==> config.mk <==
export PLATFORM = sky130hd
export DESIGN_NAME = seq_multiplier
export DESIGN_NICKNAME = d
export VERILOG_FILES = /design/src/rtl/seq_multiplier.sv
export SDC_FILE = /design/constraint.sdc
export NUM_CORES = 1
export LEC_CHECK = 0
export ABC_AREA = 1
export CAP_MARGIN = 20
export CELL_PAD_IN_SITES_DETAIL_PLACEMENT = 0
export CELL_PAD_IN_SITES_GLOBAL_PLACEMENT = 1
export CORE_ASPECT_RATIO = 0.6
export CORE_MARGIN = 2
export CORE_UTILIZATION = 40
export DETAILED_ROUTE_END_ITERATION = 6
export PLACE_DENSITY = 0.85
export SKIP_CTS_REPAIR_TIMING = 1
export SLEW_MARGIN = 20
export SYNTH_ARGS = -nofsm -noshare
export SYNTH_HDL_FRONTEND = slang
export SYNTH_SLANG_ARGS = --single-unit
==> constraint.sdc <==
create_clock -name clk -period 2.3 [get_ports clk]
set_input_delay 0.345 -clock clk [delete_from_list [all_inputs] [get_ports clk]]
set_output_delay 0.345 -clock clk [all_outputs]
set_load 0.03 [all_outputs]
==> src/rtl/seq_multiplier.sv <==
// Sequential shift-add multiplier: WIDTH x WIDTH -> 2*WIDTH, unsigned or two's complement.
// Operands are latched on an accepted start; the product appears with a one-cycle done pulse.
module seq_multiplier #(
    parameter int unsigned WIDTH = 4
) (
    input  logic                 clk,
    input  logic                 rst_n,
    input  logic                 start,
    input  logic                 signed_mode,
    input  logic [WIDTH-1:0]     a,
    input  logic [WIDTH-1:0]     b,
    output logic                 busy,
    output logic                 done,
    output logic [2*WIDTH-1:0]   product
);

    localparam int unsigned CW = (WIDTH > 1) ? $clog2(WIDTH) : 1;

    typedef enum logic [1:0] {
        S_IDLE,
        S_RUN,
        S_DONE
    } state_t;

    state_t             state_q, state_d;
    logic [CW-1:0]      cnt_q, cnt_d;
    logic [2*WIDTH-1:0] mcand_q, mcand_d;
    logic [WIDTH:0]     mplier_q, mplier_d;
    logic [2*WIDTH-1:0] acc_q, acc_d;
    logic               neg_q, neg_d;
    logic [2*WIDTH-1:0] product_q, product_d;

    logic               a_neg, b_neg;
    logic [WIDTH:0]     ext_a, ext_b;
    logic [WIDTH:0]     mag_a, mag_b;
    logic [2*WIDTH-1:0] acc_sum;

    // One extra magnitude bit keeps |-2^(WIDTH-1)| exact.
    always_comb begin
        a_neg = signed_mode & a[WIDTH-1];
        b_neg = signed_mode & b[WIDTH-1];
        ext_a = {a_neg, a};
        ext_b = {b_neg, b};
        mag_a = a_neg ? (~ext_a + 1'b1) : ext_a;
        mag_b = b_neg ? (~ext_b + 1'b1) : ext_b;
        acc_sum = acc_q + (mplier_q[0] ? mcand_q : '0);
    end

    always_comb begin
        state_d   = state_q;
        cnt_d     = cnt_q;
        mcand_d   = mcand_q;
        mplier_d  = mplier_q;
        acc_d     = acc_q;
        neg_d     = neg_q;
        product_d = product_q;

        case (state_q)
            S_IDLE, S_DONE: begin
                if (start) begin
                    state_d  = S_RUN;
                    cnt_d    = '0;
                    acc_d    = '0;
                    mcand_d  = {{(WIDTH-1){1'b0}}, mag_a};
                    mplier_d = mag_b;
                    neg_d    = a_neg ^ b_neg;
                end else begin
                    state_d  = S_IDLE;
                end
            end
            S_RUN: begin
                acc_d    = acc_sum;
                mcand_d  = mcand_q << 1;
                mplier_d = mplier_q >> 1;
                cnt_d    = cnt_q + 1'b1;
                // Final iteration folds its partial product straight into the result.
                if (cnt_q == CW'(WIDTH - 1)) begin
                    state_d   = S_DONE;
                    product_d = neg_q ? (~acc_sum + 1'b1) : acc_sum;
                end
            end
            default: state_d = S_IDLE;
        endcase
    end

    always_ff @(posedge clk) begin
        if (!rst_n) begin
            state_q   <= S_IDLE;
            cnt_q     <= '0;
            mcand_q   <= '0;
            mplier_q  <= '0;
            acc_q     <= '0;
            neg_q     <= 1'b0;
            product_q <= '0;
        end else begin
            state_q   <= state_d;
            cnt_q     <= cnt_d;
            mcand_q   <= mcand_d;
            mplier_q  <= mplier_d;
            acc_q     <= acc_d;
            neg_q     <= neg_d;
            product_q <= product_d;
        end
    end

    assign busy    = (state_q == S_RUN);
    assign done    = (state_q == S_DONE);
    assign product = product_q;

endmodule

# After elaboration in Yosys (flattened, before gate mapping)
# Index checks and enable logic that the tools add are counted.
[totals]
regBits = 34
in_bits = 12
out_inout_bits = 10
word_cells = 44
[classes]
addsub = 5
eq_ne = 5
n_mux = 15
bitwise = 6
n_reduce_logical = 6
[op_table]
columns = ["cell", "count"]
rows = [
  ["8-bit 2-to-1 mux", 4],
  ["8-bit one-hot mux with 2 select lines", 2],
  ["5-bit 2-to-1 mux", 3],
  ["5-bit by 1-bit adder with 5-bit output (second input constant)", 2],
  ["5-bit NOT", 2],
  ["5-bit one-hot mux with 2 select lines", 1],
  ["8-bit by 1-bit adder with 8-bit output (second input constant)", 1],
  ["8-bit adder", 1],
  ["8-bit NOT", 1],
  ["2-bit one-hot mux with 2 select lines", 2],
  ["2-bit AND reduction", 3],
  ["2-bit equality test (second input constant)", 2],
  ["2-bit 2-to-1 mux", 2],
  ["2-bit by 1-bit adder with 2-bit output (second input constant)", 1],
  ["1-bit AND", 2],
  ["2-bit by 1-bit equality test with 1-bit output (second input constant)", 1],
  ["2-bit logical NOT", 1],
  ["2-bit by 1-bit != test with 1-bit output (second input constant)", 1],
  ["2-bit != test (second input constant)", 1],
  ["2-bit nonzero test", 1],
  ["2-bit OR reduction", 1],
  ["1-bit 2-to-1 mux", 1],
  ["1-bit XOR", 1],
]

# Longest topological paths before layout
# Gate-level depths: netlist of the first run.
[logic_depth]
ltp_word = 6
mapped_depth = 17
ltp_nobuf = 16

# Least setup slack after synthesis of the first run
# Ideal clock, no wire load.
[synth_path]
path_type = "flip-flop to flip-flop"
startpoint = "register mplier_q[0]"
endpoint = "register product_q[7] (netlist: product[7])"
setup_time_ns = 0.122
arrival_time_ns = 1.854
required_time_ns = 2.178
setup_slack_ns = 0.324
path_stages_with_launch = 16
n_path_buf = 1
synth_period_minus_slack_ns = 1.976
cell_sequence = "dfxtp_1 -> buf_2 -> nand2_1 -> inv_1 -> ha_1 -> fa_1 -> inv_1 -> nand2_1 -> nor2_1 -> nand3_1 -> nor2_2 -> nand3_2 -> nand2_1 -> nand2_1 -> nand2_1 -> a21oi_2"
[synth_between]
elab_chain_len = 5
[synth_rtl]
columns = ["element", "line_no", "rtl"]
rows = [
  ["start: declaration", "28", "logic [WIDTH:0] mplier_q, mplier_d;"],
  ["start signal: assignment", "99", "mplier_q <= mplier_d;"],
  ["8-bit 2-to-1 mux (*)", "46", "acc_sum = acc_q + (mplier_q[0] ? mcand_q : '0);"],
  ["8-bit adder (*)", "46", ""],
  ["8-bit NOT", "79", "product_d = neg_q ? (~acc_sum + 1'b1) : acc_sum;"],
  ["8-bit by 1-bit adder with 8-bit output", "79", ""],
  ["8-bit 2-to-1 mux (*)", "79", ""],
  ["end signal: assignment", "102", "product_q <= product_d;"],
  ["end: declaration", "31", "logic [2*WIDTH-1:0] product_q, product_d;"],
]
# Every way passes the cells marked *; elsewhere a longest branch is shown, timed or not.
# A chain may end at the register's enable or synchronous reset.

# Worst setup path after layout of the first run
# Ends and elaborated chain as after synthesis.

==> reports/results.ini, run 1 <==
[status]
outcome=finished clean

[clock_network]
ctsHtreeMaxLevel=2
cts_buffer_depth=2
clk-insertion-delay-late_ps=290
cts_tree=built
cts_num_sinks=34
clkTransAtPathRegs_ps=70
numCtsBuffers=5
cts-root-buf=clkbuf_8

[route]
vias_per_cell=4.862
wl_mm=4.611
num_vias=1838
route.detailed.drc=0
drtIter0Drc=62
drtAntennaViolNets=0
drt_first_pass_iters=5
wire_per_inst_um=12.20

[yosys]
synth.yosys.warnings=0
syn_inst=291
ys.flop_type=dfxtp_1
seq_area_frac_synth_pct=34.65
synth_edf_count=0
avgSynthCellArea_um2=6.750
mappedNetlistArea_mm2=0.001964
async_flop_share_pct=0
synth_cell_types=28
synth_fp_nets=315
synth_seq_cells=34

[sta]
worst_pin_slew_ps=706.1
period_needed_ps=2069
rsz0062_at_grt=false
timing.fmax_ghz=0.4834
setup_tns_ps=0
clock_skew_ps=6.561
relSlewSlack_pct=52.88
period_share_pct=89.94
finalHoldViolations=0
drv_slew=0
setup_violations=0

[placed_design]
hpwl_mm=3.571
gp_congestion=0.8688
portBuffers=21

[floorplanning]
dieArea_mm2=0.005506
start_util_pct=42.16
pin_count=22
dieHeight_um=58.28
core_mm2=0.004659
std_cell_rows=19
die_w_um=94.47

[worst_setup_path]
max_stage_delay_ps=460
worst_path_max_delay_cell=fa_1
rr_startpoint=mplier_q[0]
endpoint_kind=flop
worstPathRequired_ps=2480
cp-start-kind=flop
r2r_end=product[7]
reg2reg_depth=14
critical_path_class=reg -> reg
rrSetupSlack_ps=230
cpLargestDelayFamily=simple AND/OR/NAND/NOR gates
crit_top_cell=nand2_1
cp_num_buf_inv=2
worstPathArrival_ps=2250
crit_chain=nand2_1 -> inv_1 -> ha_1 -> fa_1 -> inv_1 -> nand2_1 -> nor2_1 -> nand3_1 -> nor2_2 -> nand3_2 -> nand2_1 -> nand2_1 -> nand2_1 -> a21oi_2
path_max_fanout=9

[pwr]
p_seq_share_pct=50.9
leakage_uw=0.001108
internal_power_uw=904.1
p_sw_uw=317.9
power_density_mw_per_mm2=523.1
vdd_drop_max_mv=0.3262
netSwitchingFraction_pct=26.02
clock_power_share_pct=36.8
comb_power_share_pct=12.3

[min_path]
hold_class=reg -> reg
worstHoldPathCells=2
hold_path_end=mplier_q[4]
min_from=mplier_q[4]

[final_layout]
drive_gt1_share_pct=9.841
final_common_cell=nand2_1
area_growth_pct=18.92
nNetsFinal=338
n_fill_cell=505
fin_util_pct=50.13
final_cell_mix=nand2_1, inv_1, dfxtp_1
ff_latch_area_um2=681.9
multiInputGateArea_mm2=0.001075
diodes=0

[grt]
antenna_found_initial=0
track_usage_pct=17.82
grt_pass1_wl_mm=7.665
first_global_vias=1619
grt_max_degree=23
grt-ovfl-total=0

[job]
maxCapViolations=0

==> tightest hold or removal path, stage by stage (launching register included) <==
cell and delay (ps):
dfxtp_1 320, nand2_1 50, nor2_1 40
==> power groups by stage <==
| stage | sequential [uW] | combinational [uW] | clock, uW |
|---|---|---|---|
| 6_report | 622 | 151 | 450 |
| 5_1_grt | 623 | 168 | 485 |
| 4_1_cts | 621 | 150 | 461 |
| 3_5_place_dp | 634 | 150 | 0 |
| 3_3_place_gp | 634 | 147 | 0 |
| 2_1_floorplan | 626 | 100 | 0 |
==> cells in the mapped netlist (2+ instances only) <==
master	instances	area, um^2
nand3_1	20	100.1
nand2_2	7	43.79
buf_4	2	15.01
o21ai_0	10	50.05
buf_2	2	10.01
ha_1	11	137.6
nand3_2	2	20.02
o31ai_1	2	15.01
a211oi_1	2	15.01
a31oi_1	6	37.54
clkbuf_1	6	22.52
a221oi_1	2	17.52
inv_1	39	146.4
nand2_1	83	311.6
inv_2	3	11.26
a21oi_1	21	105.1
dfxtp_1	34	680.7
xor2_1	5	43.79
nor2_1	20	75.07
o21a_1	2	15.01
nor2_2	5	31.28
==> state kept, by name (all words and copies together), names as in the netlist <==
signal and cells:
cnt_q 2, neg_q 1, state_q 2, product 8
mcand_q 8, mplier_q 5, acc_q 8
==> through the flow <==
| step | cell area [um^2] | hold slack, ps | setup slack, ps | power (uW) | instances |
|---|---|---|---|---|---|
| detailed placement | 2243 | 434.5 | 144.2 | 784.2 | 370 |
| global route | 2336 | 483.8 | 8.706 | 1275 | 378 |
| global placement | 2243 | 424.7 | 231.7 | 781.2 | 370 |
| finish | 2336 | 448.4 | 231.4 | 1222 | 378 |
| floorplan | 1964 | 415.1 | 324.1 | 726.9 | 291 |
| CTS | 2335 | 447.2 | 143.1 | 1232 | 378 |
==> cell type report <==
cell class                      instances  share of cell area [%]
Clock buffer                            7                   3.696
Multi-Input combinational cell        204                   46.01
Timing Repair Buffer                   26                   10.61
Tap cell                               63                   3.374
Inverter                               43                   6.909
Sequential cell                        34                   29.19
Clock inverter                          1                  0.2142
==> cell families after synthesis <==
family	after synthesis	synth area share (%)
AND/OR/NAND/NOR	138	29.94
buffers and inverters	53	10.64
AO/OA/AOI/OAI	49	14.52
flip-flops	34	34.65
adder cells (fa/ha/maj)	12	8.025
XOR/XNOR	5	2.229
==> metal layers <==
| layer | track usage (%) | share of wire [%] | routed length (um) | vias to the layer above |
|---|---|---|---|---|
| li1 | - | - | - | 970 |
| met1 | 28.38 | 58 | 2673 | 833 |
| met2 | 23.78 | 37 | 1709 | 33 |
| met3 | 4.811 | 4.6 | 210 | 2 |
| met4 | 3.106 | 0.39 | 18 | 0 |
| met5 | 0 | 0 | 0 | - |
==> worst max-delay path by stage <==
stage / startpoint / to / depth (start not counted)
5_1_grt: mplier_q[0] / product[7] / 14
3_3_place_gp: mplier_q[0] / product[7] / 14
2_1_floorplan: mplier_q[0] / product[7] / 15
4_1_cts: mplier_q[0] / product[7] / 14
6_report: mplier_q[0] / product[7] / 14
3_5_place_dp: mplier_q[0] / product[7] / 14
(Power assumes the default switching activity.)
==> run 2: changes to the inputs <==
==> constraint.sdc (replaced) <==
create_clock -name clk -period 1.98 [get_ports clk]
set_input_delay 0.297 -clock clk [delete_from_list [all_inputs] [get_ports clk]]
set_output_delay 0.297 -clock clk [all_outputs]
set_load 0.03 [all_outputs]
==> reports/results.ini, run 2 (synthesis gave the netlist of run 1 again) <==
[grt]
antenna_found_initial=0  ; unchanged
first_global_vias=1611  ; -0.49%
grt_pass1_wl_mm=7.548  ; -1.5%
grt_max_degree=23  ; unchanged
grt-ovfl-total=0  ; unchanged
track_usage_pct=17.94  ; +0.12 points

[job]
maxCapViolations=0  ; unchanged

[route]
drtIter0Drc=99  ; +60%
drt_first_pass_iters=4  ; -1
num_vias=1834  ; -0.22%
vias_per_cell=4.727  ; -2.8%
route.detailed.drc=0  ; unchanged
drtAntennaViolNets=0  ; unchanged
wl_mm=4.616  ; +0.11%
wire_per_inst_um=11.90  ; -2.5%

[placed_design]
placed_area_mm2=0.002293  ; +2.2%
hpwl_mm=3.447  ; -3.5%
gp_congestion=0.8501  ; -2.2%
portBuffers=21  ; unchanged

[clock_network]
cts_tree=built
ctsHtreeMaxLevel=2  ; unchanged
clkTransAtPathRegs_ps=70  ; about the same
clk-insertion-delay-late_ps=280  ; about the same
numCtsBuffers=5  ; unchanged
cts_num_sinks=34  ; unchanged
cts-root-buf=clkbuf_8
cts_buffer_depth=2  ; unchanged

[sta]
worst_pin_slew_ps=315.2  ; -390.8 ps
relSlewSlack_pct=78.96  ; +26 points
timing.fmax_ghz=0.5097  ; +5.4%
drv_slew=0  ; unchanged
finalHoldViolations=0  ; unchanged
period_needed_ps=1962  ; -106.6 ps
setup_tns_ps=0  ; unchanged
clock_skew_ps=3.632  ; -2.930 ps
rsz0062_at_grt=true
period_share_pct=99.09  ; +9.2 points
setup_violations=0  ; unchanged

[worst_setup_path]
endpoint_kind=flop
critical_path_class=reg -> reg
worstPathArrival_ps=2140  ; -110 ps
crit_top_cell=inv_2
max_stage_delay_ps=560  ; +100 ps
cp-start-kind=flop
cpLargestDelayFamily=adder cells
reg2reg_depth=12  ; -2
crit_cells=12  ; -2
worst_path_max_delay_cell=fa_2
worstPathRequired_ps=2160  ; -320 ps
crit_chain=nand2_2 -> inv_2 -> ha_4 -> fa_2 -> inv_2 -> ha_1 -> inv_2 -> nor2_4 -> o21ai_1 -> nand3_1 -> nand2_1 -> inv_1
cp_num_buf_inv=4  ; +2
path_max_fanout=3  ; -6

[final_layout]
final_common_cell=nand2_1
n_fill_cell=479  ; -5.1%
fin_util_pct=53.14  ; +3.0 points
drive_gt1_share_pct=17.23  ; +7.4 points
diodes=0  ; unchanged
area_growth_pct=26.05
final_cell_mix=nand2_1, inv_1, dfxtp_1
nNetsFinal=348  ; +3.0%
finalInstanceArea_mm2=0.002476  ; +6.0%

[floorplanning]
start_util_pct=42.16  ; unchanged
core_mm2=0.004659  ; unchanged
std_cell_rows=19  ; unchanged
dieHeight_um=58.28  ; unchanged
dieArea_mm2=0.005506  ; unchanged
die_w_um=94.47  ; unchanged
pin_count=22  ; unchanged

[status]
outcome=finished clean

[pwr]
leakage_uw=0.001146  ; +3.4%
power_density_mw_per_mm2=576.6  ; +10%
vdd_drop_max_mv=0.4668  ; +43%

[min_path]
hold_class=reg -> reg
worstHoldPathCells=2  ; unchanged

run 2: changes by cell type in the layout (fill, tap and decap cells not counted), sizes merged:
| cell | delta |
|---|---|
| buf | +11 |
| clkdlybuf4s50 | -1 |
run 2: path summary, 6_finish.rpt:
| check | endpoint | slack [ps] | start |
|---|---|---|---|
| worst max-delay path | product[4] | 20 | mplier_q[0] |
| worst min-delay path | mplier_q[4] | 440 | mplier_q[4] |
| worst max register to register | product[4] | 20 | mplier_q[0] |
| worst min register to register | mplier_q[4] | 440 | mplier_q[4] |
run 2: cell type report:
type	count	area, um^2	area share (%)
Clock buffer	7	86.33	3.487
Tap cell	63	78.83	3.183
Multi-Input combinational cell	204	1135	45.83
Timing Repair Buffer	36	324.1	13.09
Clock inverter	1	5.005	0.2021
Sequential cell	34	685.7	27.69
Inverter	43	161.4	6.518
run 2: layer usage:
layer | track usage [%] | vias up | wire length [um]
met5 | 0 | - | 0
met4 | 6.832 | 0 | 22
met3 | 5.462 | 2 | 252
met2 | 23.67 | 42 | 1800
met1 | 26.93 | 803 | 2540
li1 | - | 987 | -
run 2: worst register-to-register path, cell delays in order (launching register included):
cell and delay [ps]:
dfxtp_4 360, nand2_2 60, inv_2 40, ha_4 160
fa_2 560, inv_2 50, ha_1 210, inv_2 70
nor2_4 40, o21ai_1 120, nand3_1 100, nand2_1 70
inv_1 30
run 2: power breakdown:
group | switching [uW] | internal (uW) | total (uW)
combinational | 112 | 76.1 | 189
sequential | 17.3 | 703 | 721
clock | 238 | 280 | 518
total | 368 | 1060 | 1430
run 2: metrics by stage:
step / total power, uW / setup WS, ps / hold WS (ps) / cells
2_1_floorplan: 844.4 / 4.113 / 415.1 / 291
3_3_place_gp: 914.6 / -4.254 / 423.1 / 377
3_5_place_dp: 916.6 / -52.77 / 426.5 / 377
4_1_cts: 1438 / -69.16 / 437.3 / 385
5_1_grt: 1504 / -126.2 / 486.7 / 388
6_report: 1428 / 17.97 / 440.6 / 388
